`src/rtl/pulses_pkg.sv`:
```
`default_nettype none
// +----------------------------------------------------------------------------+
// | Package : pulses_pkg                                                       |
// | Purpose : Shared constants for the pulse-parameter link and the pulse      |
// |           generator: frame header, payload layout (byte offsets of every   |
// |           field), receiver FSM state encoding, the parameter-set struct    |
// |           and its power-on defaults.                                       |
// | Ports   : none (package)                                                   |
// | Rev     : 1.0  initial release                                             |
// +----------------------------------------------------------------------------+
package pulses_pkg;

   // Frame layout
   localparam logic [7:0] HEADER      = 8'hA5;
   localparam int         PAYLOAD_LEN = 18;
   localparam int         IDX_W       = $clog2(PAYLOAD_LEN);

   // Byte offsets of each field inside the payload (big-endian fields)
   localparam int OFF_PER      = 0;   // 4 bytes
   localparam int OFF_P1WID    = 4;   // 2 bytes
   localparam int OFF_DEL      = 6;   // 2 bytes
   localparam int OFF_P2WID    = 8;   // 2 bytes
   localparam int OFF_NUT_W    = 10;  // 1 byte
   localparam int OFF_NUT_D    = 11;  // 2 bytes
   localparam int OFF_CP       = 13;  // 1 byte
   localparam int OFF_P_BL     = 14;  // 1 byte
   localparam int OFF_P_BL_OFF = 15;  // 2 bytes
   localparam int OFF_BL       = 17;  // 1 byte, bit 0 only

   // Receiver FSM state encoding
   typedef logic [1:0] rx_state_t;
   localparam rx_state_t ST_IDLE    = 2'd0;
   localparam rx_state_t ST_PAYLOAD = 2'd1;
   localparam rx_state_t ST_CHECK   = 2'd2;

   // Complete pulse-parameter set, committed atomically
   typedef struct packed {
      logic [31:0] per;
      logic [15:0] p1wid;
      logic [15:0] del;
      logic [15:0] p2wid;
      logic [7:0]  nut_w;
      logic [15:0] nut_d;
      logic [7:0]  cp;
      logic [7:0]  p_bl;
      logic [15:0] p_bl_off;
      logic        bl;
   } pulse_params_t;

   // Power-on defaults, also used by the pulse generator
   localparam logic [31:0] DEF_PER      = 32'd20000;
   localparam logic [15:0] DEF_P1WID    = 16'd30;
   localparam logic [15:0] DEF_DEL      = 16'd200;
   localparam logic [15:0] DEF_P2WID    = 16'd60;
   localparam logic [7:0]  DEF_NUT_W    = 8'd0;
   localparam logic [15:0] DEF_NUT_D    = 16'd0;
   localparam logic [7:0]  DEF_CP       = 8'd1;
   localparam logic [7:0]  DEF_P_BL     = 8'd50;
   localparam logic [15:0] DEF_P_BL_OFF = 16'd100;
   localparam logic        DEF_BL       = 1'b1;

   localparam pulse_params_t DEF_PARAMS = '{
      per      : DEF_PER,
      p1wid    : DEF_P1WID,
      del      : DEF_DEL,
      p2wid    : DEF_P2WID,
      nut_w    : DEF_NUT_W,
      nut_d    : DEF_NUT_D,
      cp       : DEF_CP,
      p_bl     : DEF_P_BL,
      p_bl_off : DEF_P_BL_OFF,
      bl       : DEF_BL
   };

   // Join two bytes into a big-endian 16-bit field
   function automatic logic [15:0] be16(input logic [7:0] hi, input logic [7:0] lo);
      return {hi, lo};
   endfunction

endpackage
`default_nettype wire

```
`src/rtl/frame_rx_fsm.sv`:
```
`default_nettype none
// +----------------------------------------------------------------------------+
// | Module  : frame_rx_fsm                                                     |
// | Purpose : Frame parser for the parameter link. Tracks IDLE/PAYLOAD/CHECK,  |
// |           the payload byte index, the running mod-256 checksum and the     |
// |           inter-byte timeout. Reports each payload byte write and the      |
// |           verdict of every frame.                                          |
// | Ports   : clk, reset        - clock, synchronous active-high reset         |
// |           rx_data, rx_valid - received byte and its one-cycle strobe       |
// |           payload_ok        - shadow payload is acceptable (per != 0)      |
// |           byte_wr, index    - write rx_data into shadow slot [index]       |
// |           frame_ok          - checksum byte matched, commit this cycle     |
// |           frame_err         - checksum/content error or timeout            |
// |           busy              - frame in progress                            |
// | Rev     : 1.0  initial release                                             |
// +----------------------------------------------------------------------------+
module frame_rx_fsm
   import pulses_pkg::*;
#(
   parameter logic [7:0] HEADER         = 8'hA5,
   parameter int         TIMEOUT_CYCLES = 500000
) (
   input  logic             clk,
   input  logic             reset,
   input  logic [7:0]       rx_data,
   input  logic             rx_valid,
   input  logic             payload_ok,
   output logic             byte_wr,
   output logic [IDX_W-1:0] index,
   output logic             frame_ok,
   output logic             frame_err,
   output logic             busy
);

   localparam int               CNT_W    = $clog2(TIMEOUT_CYCLES + 1);
   localparam logic [CNT_W-1:0] TMO_MAX  = CNT_W'(TIMEOUT_CYCLES);
   localparam logic [IDX_W-1:0] LAST_IDX = IDX_W'(PAYLOAD_LEN - 1);

   rx_state_t        state;
   rx_state_t        state_next;
   logic [7:0]       sum;
   logic [CNT_W-1:0] tcnt;
   logic             tmo_hit;

   // A byte arriving in the expiry cycle wins over the timeout
   assign tmo_hit = (state != ST_IDLE) && !rx_valid && (tcnt == TMO_MAX);

   // State register
   always_ff @(posedge clk) begin
      if (reset) begin
         state <= ST_IDLE;
      end else begin
         state <= state_next;
      end
   end

   // Index, running checksum and timeout counter
   always_ff @(posedge clk) begin
      if (reset) begin
         index <= '0;
         sum   <= '0;
         tcnt  <= '0;
      end else begin
         case (state)
            ST_IDLE: begin
               tcnt <= '0;
               if (rx_valid && rx_data == HEADER) begin
                  index <= '0;
                  sum   <= '0;
               end
            end
            ST_PAYLOAD: begin
               if (rx_valid) begin
                  sum  <= sum + rx_data;
                  tcnt <= '0;
                  // Saturate at the last slot so the shadow write can never overrun
                  if (index != LAST_IDX) begin
                     index <= index + 1'b1;
                  end
               end else if (tcnt != TMO_MAX) begin
                  tcnt <= tcnt + 1'b1;
               end
            end
            ST_CHECK: begin
               if (rx_valid) begin
                  tcnt <= '0;
               end else if (tcnt != TMO_MAX) begin
                  tcnt <= tcnt + 1'b1;
               end
            end
            default: begin
               tcnt <= '0;
            end
         endcase
      end
   end

   // Next-state logic
   always_comb begin
      state_next = state;
      case (state)
         ST_IDLE: begin
            if (rx_valid && rx_data == HEADER) begin
               state_next = ST_PAYLOAD;
            end
         end
         ST_PAYLOAD: begin
            if (rx_valid && index == LAST_IDX) begin
               state_next = ST_CHECK;
            end else if (tmo_hit) begin
               state_next = ST_IDLE;
            end
         end
         ST_CHECK: begin
            if (rx_valid || tmo_hit) begin
               state_next = ST_IDLE;
            end
         end
         default: begin
            state_next = ST_IDLE;
         end
      endcase
   end

   // Outputs
   always_comb begin
      byte_wr   = 1'b0;
      frame_ok  = 1'b0;
      frame_err = tmo_hit;
      busy      = (state != ST_IDLE);
      case (state)
         ST_PAYLOAD: begin
            byte_wr = rx_valid;
         end
         ST_CHECK: begin
            if (rx_valid) begin
               if (rx_data == sum && payload_ok) begin
                  frame_ok = 1'b1;
               end else begin
                  frame_err = 1'b1;
               end
            end
         end
         default: begin
            byte_wr = 1'b0;
         end
      endcase
   end

endmodule
`default_nettype wire

```
`src/rtl/pulse_param_loader.sv`:
```
`default_nettype none
// +----------------------------------------------------------------------------+
// | Module  : pulse_param_loader                                               |
// | Purpose : Parses checksummed parameter frames from the UART byte stream    |
// |           and commits the full pulse-parameter set atomically on a good    |
// |           frame, so the generator only ever sees coherent values.          |
// | Ports   : clk, reset        - 50 MHz clock, synchronous active-high reset  |
// |           rx_data, rx_valid - received byte and its one-cycle strobe       |
// |           per .. bl         - committed pulse parameters                   |
// |           load_stb          - one-cycle strobe, new set committed          |
// |           err_stb           - one-cycle strobe, frame rejected             |
// |           busy              - frame in progress                            |
// | Rev     : 1.0  initial release                                             |
// +----------------------------------------------------------------------------+
module pulse_param_loader
   import pulses_pkg::*;
#(
   parameter logic [7:0] HEADER         = pulses_pkg::HEADER,
   parameter int         TIMEOUT_CYCLES = 500000
) (
   input  logic        clk,
   input  logic        reset,
   input  logic [7:0]  rx_data,
   input  logic        rx_valid,
   output logic [31:0] per,
   output logic [15:0] p1wid,
   output logic [15:0] del,
   output logic [15:0] p2wid,
   output logic [7:0]  nut_w,
   output logic [15:0] nut_d,
   output logic [7:0]  cp,
   output logic [7:0]  p_bl,
   output logic [15:0] p_bl_off,
   output logic        bl,
   output logic        load_stb,
   output logic        err_stb,
   output logic        busy
);

   logic             byte_wr;
   logic [IDX_W-1:0] index;
   logic             frame_ok;
   logic             frame_err;
   logic             payload_ok;

   logic [7:0]       shadow [PAYLOAD_LEN];
   pulse_params_t    shadow_params;
   pulse_params_t    params;

   frame_rx_fsm #(
      .HEADER         (HEADER),
      .TIMEOUT_CYCLES (TIMEOUT_CYCLES)
   ) u_frame_rx_fsm (
      .clk        (clk),
      .reset      (reset),
      .rx_data    (rx_data),
      .rx_valid   (rx_valid),
      .payload_ok (payload_ok),
      .byte_wr    (byte_wr),
      .index      (index),
      .frame_ok   (frame_ok),
      .frame_err  (frame_err),
      .busy       (busy)
   );

   // Shadow buffer: collects the payload; cleared on reset so an aborted
   // frame leaves nothing behind
   always_ff @(posedge clk) begin
      if (reset) begin
         for (int i = 0; i < PAYLOAD_LEN; i++) begin
            shadow[i] <= '0;
         end
      end else if (byte_wr) begin
         shadow[index] <= rx_data;
      end
   end

   // Field view of the shadow buffer
   always_comb begin
      shadow_params          = DEF_PARAMS;
      shadow_params.per      = {shadow[OFF_PER], shadow[OFF_PER+1],
                                shadow[OFF_PER+2], shadow[OFF_PER+3]};
      shadow_params.p1wid    = be16(shadow[OFF_P1WID], shadow[OFF_P1WID+1]);
      shadow_params.del      = be16(shadow[OFF_DEL], shadow[OFF_DEL+1]);
      shadow_params.p2wid    = be16(shadow[OFF_P2WID], shadow[OFF_P2WID+1]);
      shadow_params.nut_w    = shadow[OFF_NUT_W];
      shadow_params.nut_d    = be16(shadow[OFF_NUT_D], shadow[OFF_NUT_D+1]);
      shadow_params.cp       = shadow[OFF_CP];
      shadow_params.p_bl     = shadow[OFF_P_BL];
      shadow_params.p_bl_off = be16(shadow[OFF_P_BL_OFF], shadow[OFF_P_BL_OFF+1]);
      // Only bit 0 of the blocking byte is meaningful
      shadow_params.bl       = ((shadow[OFF_BL] & 8'h01) != 8'h00);
   end

   // A zero period would stall the generator, so such frames are rejected
   assign payload_ok = (shadow_params.per != 32'd0);

   // Output registers: the whole set moves in a single edge
   always_ff @(posedge clk) begin
      if (reset) begin
         params   <= DEF_PARAMS;
         load_stb <= 1'b0;
         err_stb  <= 1'b0;
      end else begin
         load_stb <= frame_ok;
         err_stb  <= frame_err;
         if (frame_ok) begin
            params <= shadow_params;
         end
      end
   end

   assign per      = params.per;
   assign p1wid    = params.p1wid;
   assign del      = params.del;
   assign p2wid    = params.p2wid;
   assign nut_w    = params.nut_w;
   assign nut_d    = params.nut_d;
   assign cp       = params.cp;
   assign p_bl     = params.p_bl;
   assign p_bl_off = params.p_bl_off;
   assign bl       = params.bl;

endmodule
`default_nettype wire
```
`config.mk`:
```
export PLATFORM = sky130hd
export DESIGN_NAME = pulse_param_loader
export DESIGN_NICKNAME = d
export VERILOG_FILES = /design/src/rtl/pulses_pkg.sv /design/src/rtl/frame_rx_fsm.sv /design/src/rtl/pulse_param_loader.sv
export SDC_FILE = /design/constraint.sdc
export NUM_CORES = 1
export LEC_CHECK = 0
export ABC_AREA = 1
export BUFFER_PORTS_ARGS = -buffer_cell sky130_fd_sc_hd__buf_2
export CORE_MARGIN = 2
export CORE_UTILIZATION = 40
export DETAILED_ROUTE_END_ITERATION = 16
export GPL_TIMING_DRIVEN = 0
export PLACE_DENSITY = 0.56
export SLEW_MARGIN = 20
export SYNTH_ARGS = -nofsm -noshare
export SYNTH_HDL_FRONTEND = slang
export SYNTH_HIERARCHICAL = 1
export SYNTH_SLANG_ARGS = --single-unit
export TNS_END_PERCENT = 100
```
`constraint.sdc`:
```
create_clock -name clk -period 4.6 [get_ports clk]
set_input_delay 0 -clock clk [delete_from_list [all_inputs] [get_ports clk]]
set_output_delay 0 -clock clk [all_outputs]
set_load 0.01 [all_outputs]
```
==> results by group <==
Timing
  • Fmax: 0.331 GHz
  • Max transition margin: 0.494
  • Worst-Margin Slew: roughly 0.76 ns
  • Tcrit/Tclk final: 0.657
  • Max-slew violation count: 0
  • Sum of negative setup slack: 0 ns
  • Hold WS: approximately 0.030 ns
  • Crit path time final: slightly above 3 ns
  • Final hold viol count: 0
  • Final Skew: between 0.01 and 0.015 ns
  • RSZ-0062 raised after global routing: false
  • Setup Viol. Count Final: 0

Layout
  • Diode count: 0
  • Layout cell share with drive strength beyond 1: 0.182
  • Final Net Count: 1546
  • P&R area growth vs syn: 20.4%
  • Finished Core Util: 0.485

Power
  • Leak: a little over 6 nW
  • Cell Pwr Density: 434 mW/mm^2
  • Switching Share: 0.236
  • Power share of the sequential group: 0.468
  • Int Power: 4.88 mW
  • Clock Power Share: 0.449
  • Maximum vdd drop: between 200 and 250 uV
  • Total power: around 6.4 mW
  • Combinational Power Share: 0.082
  • P_sw: between 1.5 and 2 mW

GRT
  • Number of global-route vias before repair: approximately 9.0k
  • Initial antenna violation count: 0
  • Largest net degree at the start of global routing: 15
  • GRT Overall Usage: 0.208
  • GR met3 Demand/Resource: 0.0335
  • Global route overflow: 0
  • Met1 Use GR: 0.290
  • Grt met2 use: 0.336
  • Most crowded layer after global routing: met2
  • First-pass GRT wire length: 50600 microns

Placement
  • Final Wtd Congestion: slightly above 0.8
  • Post-DP HPWL: 23600 microns
  • I/O Buffers: 150

Detailed routing
  • Vias per inst: between 4 and 5
  • Total Wirelength: 33200 microns
  • Starting DRT DRC Count: 669
  • Antenna-violating nets left: 0
  • DR pass1 iterations: 7
  • DRC errors left: 0
  • Routed length per instance: between 15 and 20 microns
  • Routed via count: about 9.5k

Synthesis
  • Register area share after synthesis: 0.619
  • Yosys top cell area share: 0.336
  • Area leader, netlist: edfxtp_1
  • Cells after Synth: 1327
  • Synthesized area per cell: a little over 9 sq um
  • Top cells by area, synth: edfxtp_1 (34%), dfxtp_1 (28%), nor2_1 (12%)
  • Post-Syn Nets: about 1.4k
  • Unique masters post-synth: a little over 40
  • Synthesized area: approximately 0.012 sq mm
  • Seq cells post-synth: 310
  • Yosys warning total: 6

Clock tree
  • Post-CTS resize count: 0
  • Hold_buf cts: 6
  • Clk buf depth: 3
  • Skew-Pair Late Insertion Delay: 0.51 ns
  • CTS clk-pin slew, worst paths: ~0.06 ns
  • TritonCTS Buffers: 35
  • Post-CTS Setup Inserts: 0
  • CTS H-Tree Depth: 2
  • CTS tree: done
  • Clk root buf: clkbuf_16
  • Clock sink count: 310

Critical path
  • Worst-path fanout max: 10
  • CP Capture Type: register
  • CP Class: reg -> reg
  • Startpoint types: register
  • Critical path data arrival time: between 3 and 4 ns
  • Data required time of the worst path: 4.99 ns

Floorplanning
  • Die extent in x: approximately 180 microns
  • Starting density of the core: 0.403
  • Core footprint: ~0.030 sq mm
  • DIE AREA: about 0.032 sq mm
  • Boundary pin count: approximately 150
  • DIE HEIGHT: between 150 and 200 microns
  • Row cnt: 64

Outcome
  • Outcome: finished, final reports clean

Hold path
  • Path type of the worst min-delay path: in -> reg

Flow run
  • Max Cap Viol: 0
sequential cells by signal, indices dropped and copies added, names as in the netlist, 16 cells and up:
signal / flops
shadow: 137
per: 32
u_frame_rx_fsm/tcnt: 19
del: 16
nut_d: 16
p1wid: 16
p2wid: 16
p_bl_off: 16
power by group through the flow:
stage / combinational, mW / sequential [mW] / clock, mW
3_5_place_dp: 0.518 / 3.05 / 0
3_3_place_gp: 0.510 / 3.05 / 0
4_1_cts: 0.523 / 2.99 / 2.92
2_1_floorplan: 0.369 / 3.04 / 0
6_report: 0.527 / 2.99 / 2.87
5_1_grt: 0.586 / 3.00 / 3.04
placed cells by master (no fill, tap or decap), drive strengths merged, types with 48 or more instances in the layout:
cell / count
clkbuf: 82
edfxtp: 137
dfxtp: 173
nand2: 181
buf: 177
a21oi: 48
nor2: 407
o21ai: 128
nand3: 59
inv: 75
critical path: stages (launching register included):
cell,delay (ns)
edfxtp_1,0.40
nor2_1,0.06
and2_0,0.16
nand2_1,0.06
nor2_1,0.04
nand2_1,0.12
nand2_1,0.07
nor3_1,0.15
nand3_1,0.14
nor3_1,0.30
buf_2,0.38
buf_4,0.25
inv_1,0.11
buf_4,0.20
buf_4,0.18
nor2_1,0.19
nor2_1,0.08
area by class of cell:
cell class                 instances  area [sq um]
buffer                            60           294
clock buffer                      49          1020
clock inverter                    14           173
fill                            2950         15600
inverter                          76           285
multi-input combinational        881          4080
sequential                       310          7580
tap                              396           495
timing repair buffer             156           811
cell families after synthesis:
logic type	Yosys count	synth area share
AO/OA/AOI/OAI	182	0.0767
XOR/XNOR	2	0.00143
adder cells (fa/ha/maj)	15	0.0160
buffers and inverters	136	0.0474
flip-flops	310	0.619
AND/OR/NAND/NOR	682	0.239
through the flow:
step	setup WS, ns	area, sq um	std cells
6_report	1.58	14700	1942
5_1_grt	1.39	14700	1942
3_5_place_dp	1.56	13500	1873
4_1_cts	1.54	14700	1942
2_1_floorplan	2.46	12200	1327
3_3_place_gp	1.60	13500	1873
worst paths after layout:
check / to / cells after the start / slack [ns] / startpoint
min: u_frame_rx_fsm/tcnt[17] / 4 / 0.03 / rx_valid
max: del[1] / 16 / 1.58 / shadow[0][5]
max reg2reg: del[1] / 16 / 1.58 / shadow[0][5]
min reg2reg: cp[0] / 2 / 0.45 / shadow[13][0]
metal layers:
layer,vias up,wire length (microns)
met1,4480,15500
met2,257,15200
li1,4749,-
met4,0,676
met5,-,0
met3,50,1890
cell usage after synthesis:
library cell / n
nand2_1: 167
nor2_1: 391
a21oi_2: 1
and2_0: 1
a211oi_2: 1
clkbuf_1: 33
o21ai_0: 122
o21ai_2: 1
fa_1: 1
buf_1: 2
nor3_4: 1
ha_1: 14
a21oi_1: 47
nor3_1: 9
inv_2: 5
nand4_1: 14
nor2_2: 9
nor2_8: 1
nand2_4: 1
nand3_2: 12
or2_1: 1
nand3b_2: 1
buf_2: 13
nand3_4: 1
o21a_1: 1
dfxtp_1: 173
clkinv_1: 2
nor2_4: 6
edfxtp_1: 137
inv_1: 69
xnor2_1: 2
nand2_2: 13
and2_1: 1
nand3b_1: 3
or2_2: 2
o21ai_1: 5
o211ai_1: 4
nor4_1: 2
buf_4: 10
nand3_1: 46
buf_6: 2
Note: power is estimated with default switching activity, not from simulation.
